## config.mk

```make
export PLATFORM = sky130hd
export DESIGN_NAME = seq_detector_param
export DESIGN_NICKNAME = d
export VERILOG_FILES = /design/src/rtl/seq_det_pkg.sv /design/src/rtl/sat_cnt.sv /design/src/rtl/seq_detector_param.sv
export SDC_FILE = /design/constraint.sdc
export NUM_CORES = 1
export LEC_CHECK = 0
export CORE_MARGIN = 5
export CORE_UTILIZATION = 46
export CTS_CLUSTER_DIAMETER = 100
export DETAILED_ROUTE_END_ITERATION = 12
export PLACE_DENSITY = 0.87
export SLEW_MARGIN = 20
export SYNTH_ARGS = -nofsm -noshare
export SYNTH_HDL_FRONTEND = slang
export SYNTH_HIERARCHICAL = 1
export SYNTH_SLANG_ARGS = --single-unit
```

## constraint.sdc

```tcl
create_clock -name clk -period 1.7 [get_ports clk]
set_input_delay 0.34 -clock clk [delete_from_list [all_inputs] [get_ports clk]]
set_output_delay 0.34 -clock clk [all_outputs]
set_load 0.05 [all_outputs]
```

## src/rtl/seq_det_pkg.sv

```systemverilog
`default_nettype none
// ============================================================================
//  Module      : seq_det_pkg
//  Description : Elaboration-time helpers for the parameterised sequence
//                detector: KMP next-state function and parameter range checks.
//  Revision    : 1.0 - initial release
// ============================================================================
package seq_det_pkg;

    localparam int c_MAX_PAT_LEN = 16;
    localparam int c_MAX_CNT_W   = 32;

    // Legal pattern lengths.
    function automatic bit pat_len_ok(input int plen);
        return (plen >= 2) && (plen <= c_MAX_PAT_LEN);
    endfunction

    // Legal match-counter widths.
    function automatic bit cnt_w_ok(input int w);
        return (w >= 1) && (w <= c_MAX_CNT_W);
    endfunction

    // Next matched-prefix length after receiving bit d while s bits are matched.
    // pat holds the pattern right-aligned; pat[plen-1] is the first bit received.
    // The candidate text is the first s pattern bits followed by d (oldest first
    // in seq[0]); the result is the longest pattern prefix that is a suffix of it.
    // In non-overlapping mode a full match restarts detection from scratch.
    function automatic int next_state(
        input logic [15:0] pat,
        input int          plen,
        input int          s,
        input logic        d,
        input bit          overlap
    );
        logic [16:0] seq;
        int          len;
        int          res;
        bit          hit;
        res = 0;
        seq = '0;
        len = 0;
        hit = 1'b0;
        if ((s == plen) && !overlap) begin
            res = (d == pat[plen-1]) ? 1 : 0;
        end else begin
            for (int i = 0; i < s; i++) begin
                seq[i] = pat[plen-1-i];
            end
            seq[s] = d;
            len    = s + 1;
            // Ascending search so the last hit is the longest match.
            for (int k = 1; k <= plen; k++) begin
                if (k <= len) begin
                    hit = 1'b1;
                    for (int j = 0; j < k; j++) begin
                        if (seq[len-k+j] != pat[plen-1-j]) begin
                            hit = 1'b0;
                        end
                    end
                    if (hit) begin
                        res = k;
                    end
                end
            end
        end
        return res;
    endfunction

endpackage
`default_nettype wire

```

## src/rtl/sat_cnt.sv

```systemverilog
`default_nettype none
// ============================================================================
//  Module      : sat_cnt
//  Description : Saturating up-counter with synchronous clear; clear has
//                priority over increment. Asynchronous active-high reset.
//  Revision    : 1.0 - initial release
// ============================================================================
module sat_cnt #(
    parameter int W = 8
) (
    input  logic         clk,
    input  logic         rst,
    input  logic         inc,
    input  logic         clr,
    output logic [W-1:0] cnt
);

    localparam logic [W-1:0] c_MAX = '1;

    logic [W-1:0] r_cnt_q;
    logic [W-1:0] w_cnt_d;

    // Next count: clear wins, otherwise increment until the all-ones ceiling.
    always_comb begin
        w_cnt_d = r_cnt_q;
        if (clr) begin
            w_cnt_d = '0;
        end else if (inc && (r_cnt_q != c_MAX)) begin
            w_cnt_d = r_cnt_q + 1'b1;
        end
    end

    // Count register.
    always_ff @(posedge clk or posedge rst) begin
        if (rst) begin
            r_cnt_q <= '0;
        end else begin
            r_cnt_q <= w_cnt_d;
        end
    end

    assign cnt = r_cnt_q;

endmodule
`default_nettype wire

```

## src/rtl/seq_detector_param.sv

```systemverilog
`default_nettype none
// ============================================================================
//  Module      : seq_detector_param
//  Description : Parameterised serial pattern detector. State is the number of
//                pattern bits currently matched (KMP automaton, table built at
//                elaboration); Q is a registered Moore "full match" flag and
//                match_cnt a saturating count of completed matches.
//  Revision    : 1.0 - initial release
// ============================================================================
module seq_detector_param
    import seq_det_pkg::*;
#(
    parameter int                 PAT_LEN = 3,
    parameter logic [PAT_LEN-1:0] PATTERN = '0,
    parameter int                 OVERLAP = 1,
    parameter int                 CNT_W   = 8,
    localparam int                SW      = $clog2(PAT_LEN + 1)
) (
    input  logic             clk,
    input  logic             rst,
    input  logic             en,
    input  logic             D,
    input  logic             clr_cnt,
    output logic             Q,
    output logic [CNT_W-1:0] match_cnt,
    output logic [SW-1:0]    state_dbg
);

    localparam logic [15:0]   c_PAT16 = 16'(PATTERN);
    localparam logic [SW-1:0] c_FULL  = SW'(PAT_LEN);

    // Reject out-of-range parameters at elaboration.
    if (!pat_len_ok(PAT_LEN)) begin : g_bad_pat_len
        $error("seq_detector_param: PAT_LEN must be within 2..16");
    end
    if (!cnt_w_ok(CNT_W)) begin : g_bad_cnt_w
        $error("seq_detector_param: CNT_W must be within 1..32");
    end

    // Constant transition table indexed by [state][bit].
    logic [SW-1:0] w_nxt_tbl [0:PAT_LEN][0:1];

    for (genvar gs = 0; gs <= PAT_LEN; gs++) begin : g_tbl_s
        for (genvar gd = 0; gd < 2; gd++) begin : g_tbl_d
            localparam int c_NXT = next_state(c_PAT16, PAT_LEN, gs, 1'(gd), OVERLAP != 0);
            assign w_nxt_tbl[gs][gd] = SW'(c_NXT);
        end
    end

    logic [SW-1:0] r_state_q;
    logic [SW-1:0] w_state_d;
    logic          r_q_q;
    logic          w_q_d;
    logic          w_inc;

    // Next state from the table when sampling; match flag tracks the FULL state.
    always_comb begin
        w_state_d = r_state_q;
        if (en) begin
            w_state_d = w_nxt_tbl[r_state_q][D];
        end
        w_q_d = (r_state_q == c_FULL);
        w_inc = en && (w_state_d == c_FULL);
    end

    // State and match-flag registers.
    always_ff @(posedge clk or posedge rst) begin
        if (rst) begin
            r_state_q <= '0;
            r_q_q     <= 1'b0;
        end else begin
            r_state_q <= w_state_d;
            r_q_q     <= w_q_d;
        end
    end

    sat_cnt #(
        .W (CNT_W)
    ) u_sat_cnt (
        .clk (clk),
        .rst (rst),
        .inc (w_inc),
        .clr (clr_cnt),
        .cnt (match_cnt)
    );

    assign Q         = r_q_q;
    assign state_dbg = r_state_q;

endmodule
`default_nettype wire

```

# Word-level counts from Yosys, hierarchy flattened
# Index checks and enable logic that the tools add are counted.
totals:
  ff_bits: 11
  latchBits: 0
  ramBits: 0
  romBits: 0
  n_memories: 0
classes:
  n_addsub: 1
  mul: 0
  div_mod_pow: 0
  order_cmp: 2
  n_eq_ne: 3
  shifts: 0
  mux: 9
  bitwise_logic: 2
  reduce_logical: 3
op_table:
  columns: ["cell", "count"]
  rows:
  - ["$mux 8", 2]
  - ["$add 8x1->8 const B", 1]
  - ["$bmux 4 s2", 1]
  - ["$mux 2", 4]
  - ["$mux 4", 2]
  - ["$ne 8x8->1 const B", 1]
  - ["$eq 2x2->1 const B", 2]
  - ["$ge 3x3->1 const B", 1]
  - ["$not 2->3", 1]
  - ["$ge 2x2->1 const B", 1]
  - ["$logic_and 1x1->1", 2]
  - ["$not 1->2", 1]
  - ["$reduce_bool 2->1", 1]

# Logic depth before layout (Yosys ltp)
logic_depth:
  ltp_word: 13
  ltp_mapped: 5

# Modules after synthesis
# Netlist, hierarchy kept.
by_module_without_submodules:
  columns: ["mod", "n_inst", "cells_per_inst", "area_each_um2", "seq_area_each_um2"]
  rows:
  - ["sat_cnt", 1, 49, 504.2, 200.2]
  - ["seq_detector_param", 1, 13, 122.6, 75.1]

# Worst setup path before layout
# No wires, ideal clock.
synth_path:
  path_kind: "flip-flop to flip-flop"
  start: "reg r_state_q[1], in the netlist state_dbg[1]"
  end: "reg u_sat_cnt.r_cnt_q[5], in the netlist u_sat_cnt/cnt[5]"
  setup_ns: 0.125
  t_arrival_ns: 1.737
  required_time_ns: 1.575
  slack_ns: -0.162
  path_stages_with_launch: 6
  path_buffers: 0
  synth_period_minus_slack_ns: 1.862
  path_cell_list: "dfrtp_1 inv_1 nor2_1 nand4_1 a211oi_2 mux2_4"
synth_between:
  elab_chain_len: 12
synth_rtl:
  columns: ["element", "line", "text"]
  rows:
  - ["start: declaration", "seq_detector_param.sv:50", "logic [SW-1:0] r_state_q;"]
  - ["start signal: assignment", "seq_detector_param.sv:72", "r_state_q <= w_state_d;"]
  - ["$not 2->3 (not written as such)", "seq_detector_param.sv:60", "w_state_d = w_nxt_tbl[r_state_q][D];"]
  - ["$bmux 4 s2", "seq_detector_param.sv:60", null]
  - ["$mux 4 (not written as such) (2 in series)", "seq_detector_param.sv:60", null]
  - ["$mux 2 (not written as such) (3 in series)", "seq_detector_param.sv:60", null]
  - ["$mux 2 (*)", "seq_detector_param.sv:59", "if (en) begin"]
  - ["$eq 2x2->1 (*)", "seq_detector_param.sv:63", "w_inc = en && (w_state_d == c_FULL);"]
  - ["$logic_and 1x1->1 (*)", "seq_detector_param.sv:63", null]
  - ["named net w_inc", "seq_detector_param.sv:54", "logic w_inc;"]
  - ["$logic_and 1x1->1 (*)", "sat_cnt.sv:28", "end else if (inc && (r_cnt_q != c_MAX)) begin"]
  - ["$reduce_bool 2->1 (no line) (*)", null, null]
  - ["end signal: assignment", "sat_cnt.sv:38", "r_cnt_q <= w_cnt_d;"]
  - ["end: declaration", "sat_cnt.sv:20", "logic [W-1:0] r_cnt_q;"]
# Mark *: on every way through the listed nets, which the timed path passes. The rest lies on a longest branch. The select of a mux whose other input is x is not followed.
# A chain may end at the register's enable or synchronous reset.

# Worst setup path in the final report
layout_path:
  start: "reg u_sat_cnt.r_cnt_q[0], in the netlist u_sat_cnt/cnt[0]"
  end: "reg u_sat_cnt.r_cnt_q[5], in the netlist u_sat_cnt/cnt[5]"
layout_between:
  elab_chain_len: 3
layout_rtl:
  columns: ["element", "line"]
  rows:
  - ["$add 8x1->8 / $ne 8x8->1 (equally long branches)", "sat_cnt.sv:29, sat_cnt.sv:28"]
  - ["$mux 8 / $logic_and 1x1->1 (equally long branches)", "sat_cnt.sv:28"]
  - ["$mux 8 / $reduce_bool 2->1 (equally long branches)", null]
# Parallel ways exist; a longest one is shown, timed or not. The select of a mux whose other input is x is not followed.

==> metrics.sh <==
STATUS='finished clean'
WORST_CLK_SKEW_PS=9.17
SYNTH-SEQ-CELLS=11
FINAL_UTIL_PCT=67.3
PERIOD_SHARE_PCT=92.9
RSZ0062_AT_GRT='false'
FINALNETCOUNT=92
DPL.CELL_COUNT=95
POWER_SWITCHING_mW=0.169
NUM_VIAS=568
SYNTH.YOSYS.SEQ_AREA_SHARE_PCT=43.9
MAX_CAP_VIOLATIONS=0
TIMING.SETUP.CRITICAL_PATH_CLASS='reg2reg'
LAYOUT_SETUP_WS_PS=121
LARGEST_NET_DEGREE_AT_THE_START_OF_GLOBAL_ROUTING=11
CORE_REGION_AREA_SQ_UM=1300
CTS.REPORTEDPATHS.CLKPINSLEW_PS=70
DESIGN_AREA_SQ_UM=876
REQUIRED_TIME_AT_THE_ENDPOINT_OF_THE_CRITICAL_PATH_PS=1860
PORT_BUFFERS=15
DESIGN.PORTCOUNT=16
FLOORPLAN.DIE.WIDTH_UM=46.9
LAYOUT.CELLS.MOST_COMMON='sky130_fd_sc_hd__buf_4'
GLOBAL_ROUTE_WIRE_LENGTH_BEFORE_REPAIR_MM=2.40
PEAKVDDDROP_uV=548
POST_SYNTH.CELL_AREA_AVG_SQ_UM=10.1
CLKPWRFRAC_PCT=30.3
INITIALDRTVIOLATIONCOUNT=17
POSTSYNTHNETCOUNT=68
TIGHTEST_SLEW_PS=339
GRT_ANTENNA_BEFORE_REPAIR=0
CRIT_PATH_START='u_sat_cnt/cnt[0]'
HP_CLASS='in2async'
RRSETUPSLACK_PS=120
AREA_DELTA_SYNTH_FINAL_PCT=39.7
PERIOD_MINUS_SLACK_PS=1580
CLOCK_TREE_ROOT='sky130_fd_sc_hd__clkbuf_4'
POWER-PER-CELL-AREA_nW_PER_UM2=658
WORSTREG2REGEND='u_sat_cnt/cnt[5]'
DIE_AREA_SQ_UM=2200
END_KIND='register'
FINALHOLDVIOLATIONS=0
HOLDBUFCOUNTCTS=0
YS_TYPES=26
STARTPOINT_TYPE='register'
FMAX_MHz=633
REPORT.FINAL.SLEW_VIOL_COUNT=0
WORSTPATHARRIVAL_PS=1740
CTS.PATH.MAX_BUFFERS=2
CTS.SINKS=11
CP_MAX_FO=5
WORST_SETUP_PATH_ENDPOINT='u_sat_cnt/cnt[5]'
SLEW-LIMIT-HEADROOM_PCT=77.3
CTS_TREE='built'
CTS_MADE_BUFFERS=3
GR-USAGE-ALL-LAYERS_PCT=15.8
CELLS_AFTER_SYNTH=62
COMBPWRFRAC_PCT=20.5
POST_SYNTH_INSTANCE_AREA_SQ_UM=627
DIE_Y_UM=46.9
HTREE_LEVELS=1
LEAKAGEPOWER_nW=0.436
CLK_LATENCY_PS=270
GR-TOTAL-OVERFLOW=0
ROUTEDWLPERCELL_UM=15.1
ROUTABILITYCONGESTION=0.773
REG2REG_FROM='u_sat_cnt/cnt[0]'
YS_WARN_COUNT=6
INTERNAL_PORTION_OF_TOTAL_POWER_mW=0.407
INITIAL_STANDARD_CELL_UTILIZATION_OF_THE_CORE_PCT=48.2
FINAL_ROUTED_WIRELENGTH_ACROSS_ALL_METAL_LAYERS_MM=1.51
TIMING.REG2REG.WORST_PATH_DEPTH=4
DETAILED_ROUTER_ITERATION_COUNT_BEFORE_ANTENNA_REPAIR=4
FINAL_CELL_MIX='sky130_fd_sc_hd__buf_4, sky130_fd_sc_hd__dfrtp_1, sky130_fd_sc_hd__inv_1, sky130_fd_sc_hd__nor2b_1, sky130_fd_sc_hd__nor2_1'
DRC=0
FLOORPLAN.ROWS=13
DRIVE_GT1_SHARE_PCT=40.0
DETAILED_PLACE.AREA_SQ_UM=825
FINALSETUPVIOLATIONS=0
N_FILL_CELL=104
ROUTED_VIA_DENSITY=5.68
GRT_PASS1_VIAS=559
SW_FRAC_OF_TOTAL_PCT=29.3
ANTENNA_CELLS_INSERTED=0
PWR-SHARE-SEQ_PCT=49.2
HPWLAFTERDP_MM=1.10
ANTENNA_LEFT=0
DETAILEDPLACE.WORSTSLACK_PS=-340
FINAL_CELL_COUNT_NO_FILL=100
-- cells in the mapped netlist, drive strengths merged --
cell type,n,area [sq um]
nand2b,2,12.5
mux2,4,60.1
nor3,1,5.00
a21oi,6,37.5
nor2,6,22.5
buf,1,11.3
nand4b,1,8.76
o311a,1,10.0
and3,1,6.26
nand4,2,12.5
nand3,2,10.0
o211a,1,10.0
mux2i,1,10.0
a21boi,1,11.3
o21bai,1,7.51
nand2,4,15.0
nor2b,5,31.3
a211oi,1,12.5
o22ai,1,6.26
inv,5,18.8
and4,1,8.76
ha,1,12.5
clkbuf,1,3.75
dfrtp,11,275
and2b,1,7.51
-- per-layer routing --
metal  global-route usage [%]  vias up  routed length (um)
met5                        0        -                   0
met4                     8.29        0                  34
met3                     2.68        7                 100
met2                     26.6       28                 767
met1                     19.1      273                 610
li1                         -      260                   -
-- worst max-delay path, stage by stage (launching register included) --
cell,delay (ps)
sky130_fd_sc_hd__dfrtp_2,430
sky130_fd_sc_hd__ha_2,230
sky130_fd_sc_hd__and3_1,240
sky130_fd_sc_hd__a211oi_2,260
sky130_fd_sc_hd__mux2_4,310
-- final cells by class --
type                            instances  area (sq um)  share of cell area (%)
Clock buffer                            4          26.3                    3.00
Inverter                                5          18.8                    2.14
Multi-Input combinational cell         44           335                    38.3
Sequential cell                        11           279                    31.9
Tap cell                               15          18.8                    2.14
Timing Repair Buffer                   21           198                    22.6
-- state kept, by name, summed over array words and instances, names as in the netlist --
signal / cells
Q: 1
state_dbg: 2
u_sat_cnt/cnt: 8
-- stage by stage --
stage	power (mW)	hold WS, ps	setup TNS (ps)
6_report	0.576	303	0
5_1_grt	0.606	299	0
4_1_cts	0.580	295	0
3_5_place_dp	0.401	556	-1180
3_3_place_gp	0.398	539	-703
2_1_floorplan	0.360	93.6	0
-- how the worst min path moves through the flow --
stage	endpoint	slack [ps]	from	cells after the start
2_1_floorplan	Q	90	rst	1
3_3_place_gp	Q	540	rst	2
3_5_place_dp	Q	560	rst	2
4_1_cts	state_dbg[0]	300	rst	2
5_1_grt	Q	300	rst	2
6_report	state_dbg[0]	300	rst	2
-- cells by family (layout without fill, tap and decap cells) --
logic type                 count (synthesis)  after routing  share of synthesized area [%]
AOI/OAI and AO/OA                         12             12                           15.2
adders and majority gates                  1              1                           2.00
buffers and inverters                      7             30                           5.39
DFF                                       11             11                           43.9
muxes                                      5              5                           11.2
and+or+nand+nor                           26             26                           22.4
-- timing repair --
| item | CTS | global route |
|---|---|---|
| setup endpoints to repair | 1 | 2 |
| gates resized for setup | 1 | 3 |
| buffers inserted | 0 | 1 |
| pin swaps | 2 | 3 |
-- power groups by stage --
stage          Combinational (mW)  Sequential [mW]  Clock [mW]
6_report                    0.118            0.284       0.174
3_3_place_gp                0.110            0.288           0
2_1_floorplan              0.0343            0.326           0
4_1_cts                     0.115            0.284       0.180
3_5_place_dp                0.112            0.289           0
5_1_grt                     0.127            0.286       0.194
Note: power is estimated with default switching activity, not from simulation.
